$ cat config.mk
export PLATFORM = sky130hd
export DESIGN_NAME = eq_mix_engine_flat
export DESIGN_NICKNAME = d
export VERILOG_FILES = /design/src/rtl/eq_mix_engine_if.sv /design/src/rtl/eq_mix_engine.sv /design/src/flat_wrapper.sv
export SDC_FILE = /design/constraint.sdc
export NUM_CORES = 1
export LEC_CHECK = 0
export ABC_AREA = 1
export ABC_CLOCK_PERIOD_IN_PS = 8170
export BUFFER_PORTS_ARGS = -buffer_cell sky130_fd_sc_hd__clkbuf_2
export CAP_MARGIN = 0
export CORE_MARGIN = 2
export CORE_UTILIZATION = 54
export CTS_BUF_LIST = sky130_fd_sc_hd__clkbuf_16
export CTS_CLUSTER_SIZE = 8
export DETAILED_ROUTE_END_ITERATION = 12
export PLACE_DENSITY = 0.78
export REMOVE_ABC_BUFFERS = 1
export SYNTH_ARGS = -nofsm -noshare
export SYNTH_HDL_FRONTEND = slang
export SYNTH_SLANG_ARGS = --single-unit
$ cat constraint.sdc
create_clock -name clk -period 8.17 [get_ports clk]
set_input_delay 0.4085 -clock clk [delete_from_list [all_inputs] [get_ports clk]]
set_output_delay 0.4085 -clock clk [all_outputs]
set_load 0.02 [all_outputs]
$ cat src/rtl/eq_mix_engine_if.sv
// Frame-level bus between the FIR bank outputs, the band/volume mixer and the codec output registers.
// master drives band samples, pots and clr_flags; slave (the mixer) returns mixed samples and status.
interface eq_mix_engine_if #(
  parameter int NUM_CH    = 2,
  parameter int NUM_BANDS = 5,
  parameter int SMPL_W    = 16,
  parameter int POT_W     = 12
);
  logic                                band_vld;
  logic [NUM_CH*NUM_BANDS*SMPL_W-1:0]  band_smpl;
  logic [NUM_BANDS*POT_W-1:0]          band_pot;
  logic [POT_W-1:0]                    vol_pot;
  logic                                clr_flags;
  logic [NUM_CH*SMPL_W-1:0]            mix_out;
  logic                                out_vld;
  logic                                busy;
  logic                                sat_flag;
  logic                                ovr_flag;

  modport master (
    output band_vld, band_smpl, band_pot, vol_pot, clr_flags,
    input  mix_out, out_vld, busy, sat_flag, ovr_flag
  );

  modport slave (
    input  band_vld, band_smpl, band_pot, vol_pot, clr_flags,
    output mix_out, out_vld, busy, sat_flag, ovr_flag
  );
endinterface

$ cat src/rtl/eq_mix_engine.sv
// Time-multiplexed band-scale / saturating-sum / volume mixer sharing one multiplier across all channels.
// out_vld follows NUM_CH*(NUM_BANDS+1)+1 edges after capture; band_vld while the FSM is not idle is dropped and flagged.
module eq_mix_engine #(
  parameter int NUM_CH    = 2,
  parameter int NUM_BANDS = 5,
  parameter int SMPL_W    = 16,
  parameter int POT_W     = 12
) (
  input  logic            clk,
  input  logic            rst,
  eq_mix_engine_if.slave  bus
);

  localparam int SCL_W  = SMPL_W + 2;
  localparam int PROD_W = SMPL_W + POT_W + 1;
  localparam int ACC_W  = SCL_W + $clog2(NUM_BANDS);
  localparam int CH_W   = (NUM_CH > 1) ? $clog2(NUM_CH) : 1;
  localparam int B_W    = (NUM_BANDS > 1) ? $clog2(NUM_BANDS) : 1;
  localparam int SMPL_BUS_W = NUM_CH * NUM_BANDS * SMPL_W;
  localparam int POT_BUS_W  = NUM_BANDS * POT_W;
  localparam int MIX_W      = NUM_CH * SMPL_W;

  localparam logic signed [ACC_W-1:0] SAT_MAX = {{(ACC_W-SMPL_W+1){1'b0}}, {(SMPL_W-1){1'b1}}};
  localparam logic signed [ACC_W-1:0] SAT_MIN = {{(ACC_W-SMPL_W+1){1'b1}}, {(SMPL_W-1){1'b0}}};

  typedef enum logic [1:0] {IDLE, BAND, VOL, DONE} state_t;

  function automatic logic clipped(input logic signed [ACC_W-1:0] v);
    return (v > SAT_MAX) || (v < SAT_MIN);
  endfunction

  function automatic logic signed [SMPL_W-1:0] sat(input logic signed [ACC_W-1:0] v);
    if (v > SAT_MAX) return SAT_MAX[SMPL_W-1:0];
    if (v < SAT_MIN) return SAT_MIN[SMPL_W-1:0];
    return v[SMPL_W-1:0];
  endfunction

  state_t                    state_q, state_d;
  logic [CH_W-1:0]           ch_q, ch_d;
  logic [B_W-1:0]            b_q, b_d;
  logic signed [ACC_W-1:0]   acc_q, acc_d;
  logic [SMPL_BUS_W-1:0]     smpl_q, smpl_d;
  logic [POT_BUS_W-1:0]      pot_q, pot_d;
  logic [POT_W-1:0]          vol_q, vol_d;
  logic [MIX_W-1:0]          mix_q, mix_d;
  logic                      out_vld_q, out_vld_d;
  logic                      sat_flag_q, sat_flag_d;
  logic                      ovr_flag_q, ovr_flag_d;

  logic signed [SMPL_W-1:0]  band_x;
  logic [POT_W-1:0]          band_p;
  logic signed [SMPL_W-1:0]  mul_x;
  logic [POT_W-1:0]          mul_p;
  logic signed [PROD_W-1:0]  prod;
  logic signed [SCL_W-1:0]   scaled;
  logic signed [ACC_W-1:0]   vol_ext;
  logic signed [SMPL_W-1:0]  vol_sat;
  logic                      sat_set;
  logic                      ovr_set;

  // Operand select for the current (channel, band) slot from the captured frame.
  always_comb begin
    band_x = '0;
    band_p = '0;
    for (int c = 0; c < NUM_CH; c++) begin
      for (int b = 0; b < NUM_BANDS; b++) begin
        if (ch_q == CH_W'(c) && b_q == B_W'(b)) begin
          band_x = smpl_q[(c*NUM_BANDS+b)*SMPL_W +: SMPL_W];
        end
      end
    end
    for (int b = 0; b < NUM_BANDS; b++) begin
      if (b_q == B_W'(b)) band_p = pot_q[b*POT_W +: POT_W];
    end
  end

  // Pot is zero-extended so codes above mid-scale stay positive gains.
  assign prod    = PROD_W'(mul_x) * PROD_W'($signed({1'b0, mul_p}));
  assign scaled  = prod[PROD_W-1:POT_W-1];
  assign vol_ext = ACC_W'(scaled);
  assign vol_sat = sat(vol_ext);

  always_comb begin
    state_d   = state_q;
    ch_d      = ch_q;
    b_d       = b_q;
    acc_d     = acc_q;
    smpl_d    = smpl_q;
    pot_d     = pot_q;
    vol_d     = vol_q;
    mix_d     = mix_q;
    out_vld_d = 1'b0;
    sat_set   = 1'b0;
    mul_x     = band_x;
    mul_p     = band_p;
    ovr_set   = bus.band_vld && (state_q != IDLE);

    case (state_q)
      IDLE: begin
        if (bus.band_vld) begin
          smpl_d  = bus.band_smpl;
          pot_d   = bus.band_pot;
          vol_d   = bus.vol_pot;
          ch_d    = '0;
          b_d     = '0;
          acc_d   = '0;
          state_d = BAND;
        end
      end
      BAND: begin
        acc_d = acc_q + ACC_W'(scaled);
        if (b_q == B_W'(NUM_BANDS-1)) state_d = VOL;
        else                          b_d     = b_q + B_W'(1);
      end
      VOL: begin
        mul_x   = sat(acc_q);
        mul_p   = vol_q;
        sat_set = clipped(acc_q) || clipped(vol_ext);
        for (int c = 0; c < NUM_CH; c++) begin
          if (ch_q == CH_W'(c)) mix_d[c*SMPL_W +: SMPL_W] = vol_sat;
        end
        if (ch_q == CH_W'(NUM_CH-1)) begin
          state_d = DONE;
        end else begin
          ch_d    = ch_q + CH_W'(1);
          b_d     = '0;
          acc_d   = '0;
          state_d = BAND;
        end
      end
      DONE: begin
        out_vld_d = 1'b1;
        state_d   = IDLE;
      end
      default: state_d = IDLE;
    endcase

    sat_flag_d = bus.clr_flags ? 1'b0 : (sat_flag_q || sat_set);
    ovr_flag_d = bus.clr_flags ? 1'b0 : (ovr_flag_q || ovr_set);
  end

  always_ff @(posedge clk or posedge rst) begin
    if (rst) begin
      state_q    <= IDLE;
      ch_q       <= '0;
      b_q        <= '0;
      acc_q      <= '0;
      smpl_q     <= '0;
      pot_q      <= '0;
      vol_q      <= '0;
      mix_q      <= '0;
      out_vld_q  <= 1'b0;
      sat_flag_q <= 1'b0;
      ovr_flag_q <= 1'b0;
    end else begin
      state_q    <= state_d;
      ch_q       <= ch_d;
      b_q        <= b_d;
      acc_q      <= acc_d;
      smpl_q     <= smpl_d;
      pot_q      <= pot_d;
      vol_q      <= vol_d;
      mix_q      <= mix_d;
      out_vld_q  <= out_vld_d;
      sat_flag_q <= sat_flag_d;
      ovr_flag_q <= ovr_flag_d;
    end
  end

  assign bus.mix_out  = mix_q;
  assign bus.out_vld  = out_vld_q;
  assign bus.busy     = (state_q != IDLE) || out_vld_q;
  assign bus.sat_flag = sat_flag_q;
  assign bus.ovr_flag = ovr_flag_q;

endmodule

$ cat src/flat_wrapper.sv
// flat-port wrapper written by rule: the top's interface ports become plain ports
module eq_mix_engine_flat 
#(
  parameter int NUM_CH    = 2,
  parameter int NUM_BANDS = 5,
  parameter int SMPL_W    = 16,
  parameter int POT_W     = 12
)
  (clk, rst, bus_band_vld, bus_band_smpl, bus_band_pot, bus_vol_pot, bus_clr_flags, bus_mix_out, bus_out_vld, bus_busy, bus_sat_flag, bus_ovr_flag);
  eq_mix_engine_if #(.NUM_CH(NUM_CH), .NUM_BANDS(NUM_BANDS), .SMPL_W(SMPL_W), .POT_W(POT_W)) bus_i ();
  input  logic clk;
  input  logic rst;
  input wire logic [$bits(bus_i.band_vld)-1:0] bus_band_vld;
  input wire logic [$bits(bus_i.band_smpl)-1:0] bus_band_smpl;
  input wire logic [$bits(bus_i.band_pot)-1:0] bus_band_pot;
  input wire logic [$bits(bus_i.vol_pot)-1:0] bus_vol_pot;
  input wire logic [$bits(bus_i.clr_flags)-1:0] bus_clr_flags;
  output wire logic [$bits(bus_i.mix_out)-1:0] bus_mix_out;
  output wire logic [$bits(bus_i.out_vld)-1:0] bus_out_vld;
  output wire logic [$bits(bus_i.busy)-1:0] bus_busy;
  output wire logic [$bits(bus_i.sat_flag)-1:0] bus_sat_flag;
  output wire logic [$bits(bus_i.ovr_flag)-1:0] bus_ovr_flag;
  assign bus_i.band_vld = bus_band_vld;
  assign bus_i.band_smpl = bus_band_smpl;
  assign bus_i.band_pot = bus_band_pot;
  assign bus_i.vol_pot = bus_vol_pot;
  assign bus_i.clr_flags = bus_clr_flags;
  assign bus_mix_out = bus_i.mix_out;
  assign bus_out_vld = bus_i.out_vld;
  assign bus_busy = bus_i.busy;
  assign bus_sat_flag = bus_i.sat_flag;
  assign bus_ovr_flag = bus_i.ovr_flag;
  eq_mix_engine #(.NUM_CH(NUM_CH), .NUM_BANDS(NUM_BANDS), .SMPL_W(SMPL_W), .POT_W(POT_W)) u_core (.clk(clk), .rst(rst), .bus(bus_i));
endmodule
==> results.md <==
* Worst hold endpoint: u_core.pot_q[21]
* Clock Latency Late Sink at 0.57 ns
* RSZ-0062 raised after global routing: yes
* Critical path's slowest cell: fa_1
* Startpoint types: register
* Hold Violations, Final at 0
* Area growth syn-to-layout at 38.50%
* Fin crit share at 109.3%
* Syn Inst Count at 2809
* Total CTS buffers at 43
* DR WL/cell at 18.64 um
* Clock sinks at 294
* R2R Setup Slk at -0.76 ns
* Failing checks: negative setup slack
* WP data arrival at 9.37 ns
* Largest net degree at the start of global routing at 151
* Slew Limit Fails at 0
* Final setup viols at 12
* Synth Register Bits at 294
* Residual DRC at 0
* R2r worst-path depth at 53
* H-Tree Depth at 2
* Reg clk slew, reported paths at 0.05 ns
* Average vias per placed instance at 5.485
* Relative slew slack at 29.57%
* Synthesized area per cell at 7.707 um^2
* Antenna violations before repair at 0
* Post-Place Setup Slack at -1.398 ns
* Crit-path max FO at 7
* CP required at 8.61 ns
* Routed Antenna Nets at 0
* Drt first pass iters at 5
* RR Startpoint: u_core.b_q[0]
* Fraction of layout cells with a size suffix above 1 at 32.77%
* Max Clk Rate at 0.1120 GHz
* WS Path Type: register to register
* Setup crit end kind: register
* Skew final at 0.03197 ns
* Max-cap viol count at 0
* Synth cell types at 47
* Crit-path max cell delay at 0.57 ns
* Post-synth EDFFs at 0
* N_diodes at 0
* Outcome: finished with violations
* HP Class: input port to register
* TritonCTS clock tree: built
* First-pass GRT wire length at 116700 um
* Clock Tree Buf Depth at 3
* Non-Filler Instances at 4004
* Num rows at 73
* Worst setup margin at -0.7596 ns
* Routed WL at 74650 um
* Worst hold path depth at 3
* Core Area at 39640 um^2
* Die height at 204.2 um
* Width of the die at 204.2 um
* Total track usage at 35.73%
* Worst-Margin Slew at 1.057 ns
* Number of global-route vias before repair at 22430
* Yosys warnings at 0
* FILL cells at 2813
* GRT overflow at 0
* Hold path startpoint: bus_band_pot[21]
* Gpl congestion at 0.9975
* Minimum clock period at 8.930 ns
* Main synth FF type: dfrtp_1
* Final nets at 3977
* Port bufs at 271
* 1st-iter DRT viols at 2241
* Synthesized area at 21650 um^2
* DP Wirelength at 54210 um
* # IOs at 272
* Total die area at 41710 um^2
* Sequential cell area fraction in the yosys report at 33.98%
* Initial Util at 54.61%
* Root cell of the clock tree: clkbuf_16
* RR Endpoint: u_core.acc_q[18]
* Async set-reset flop share out of synthesis at 100.0%
* Dpl cells at 3858
* Vias at 21960
-- state kept, by name, summed over array words and instances, names as in the netlist --
name                 flops
u_core.acc_q            21
u_core.vol_q            12
u_core.bus.ovr_flag      1
u_core.ch_q              1
u_core.bus.sat_flag      1
u_core.pot_q            60
u_core.state_q           2
u_core.b_q               3
u_core.smpl_q          160
u_core.bus.mix_out      32
u_core.bus.out_vld       1
-- through the flow --
| stage | instance area [um^2] | hold WS (ns) | utilization (%) | setup TNS [ns] |
|---|---|---|---|---|
| after floorplan | 21230 | 0.4436 | - | -388.66 |
| after global placement | 26090 | 0.4572 | 65.81 | -8.062 |
| after detailed placement | 26090 | 0.4603 | 65.81 | -11.50 |
| after CTS | 28830 | 0.02676 | 72.72 | -3.119 |
| after global routing | 29980 | 0.04616 | 75.64 | -13.70 |
| final | 29980 | 0.04856 | 75.64 | -5.360 |
-- layout make-up --
type	count	area [um^2]	share of cell area [%]
repair buffers	726	5204	17.36
clock buffers	43	1076	3.589
well taps	525	656.9	2.191
inverters	405	1610	5.371
clock inverters	6	47.55	0.1586
multi-input cells	2005	14030	46.80
flip-flops and latches	294	7357	24.54
-- routing by layer --
| layer | up-vias | share of wire [%] | global-route usage [%] |
|---|---|---|---|
| li1 | 9981 | - | - |
| met1 | 10760 | 41 | 48.53 |
| met2 | 1033 | 48 | 58.46 |
| met3 | 186 | 7.8 | 5.373 |
| met4 | 0 | 3.8 | 12.94 |
| met5 | - | 0 | 0 |
-- Yosys cell counts, types with 13 or more instances --
library cell	instances	area (um^2)
xor2_1	23	201.4
inv_2	17	63.81
o21ai_0	131	655.6
nand2_1	1083	4065
ha_1	88	1101
clkbuf_1	94	352.8
nand3_1	79	395.4
o21ai_1	18	90.09
nand2_2	18	112.6
dfrtp_1	294	7357
a21oi_1	80	400.4
nor2_1	151	566.8
inv_1	381	1430
o211ai_1	55	412.9
fa_1	178	3563
o221ai_1	13	113.9
-- logic make-up after synthesis --
group | share of synthesized area, %
and+or+nand+nor | 25.23
DFF | 33.98
xor gates and xnor gates | 1.052
buffers and inverters | 8.999
adders and majority gates | 21.55
AOI/OAI and AO/OA | 9.184
-- worst max-delay path, delay by kind of cell (launching register included) --
| family | cells | cell delay, ns |
|---|---|---|
| fa+ha+maj | 9 | 3.50 |
| buf+inv | 11 | 0.96 |
| xor+xnor | 1 | 0.17 |
| simple gates | 18 | 1.53 |
| compound gates | 14 | 2.21 |
| flops | 1 | 0.43 |
-- worst max-delay path by stage --
stage                            from               end  slack, ns  cells after the start
floorplan           u_core.state_q[0]       u_core.ch_q      -1.40                      4
global placement        u_core.b_q[0]  u_core.acc_q[18]      -1.18                     53
detailed placement      u_core.b_q[0]  u_core.acc_q[18]      -1.40                     53
CTS                     u_core.b_q[0]  u_core.acc_q[18]      -0.50                     54
global route            u_core.b_q[0]  u_core.acc_q[18]      -1.22                     57
finish                  u_core.b_q[0]  u_core.acc_q[18]      -0.76                     53
-- cells in the final DEF (no fill, tap or decap), types with 12 or more instances in the layout --
master	n
a21oi_1	41
a21oi_2	29
a21oi_4	16
buf_12	14
buf_4	385
buf_6	49
clkbuf_16	43
clkbuf_2	271
dfrtp_1	294
fa_1	160
fa_2	18
ha_1	53
ha_4	35
inv_1	330
inv_2	52
inv_4	14
nand2_1	1023
nand2_2	51
nand2_4	31
nand3_1	74
nor2_1	120
nor2_2	20
nor2_4	18
o211ai_1	55
o21ai_0	80
o21ai_1	46
o21ai_2	22
xor2_1	12
-- repair_timing --
item                                    CTS  global route
endpoints found under the hold margin     2             0
endpoints found under the setup margin   42            49
hold buffers                              1             0
pin swaps                               119           122
gates cloned                              3             1
buffers inserted                         60            46
gates resized for setup                 290           228
Power is left out: the tool's default activity adds up to more than one toggle a clock period on the data nets, which glitch-free logic cannot reach.
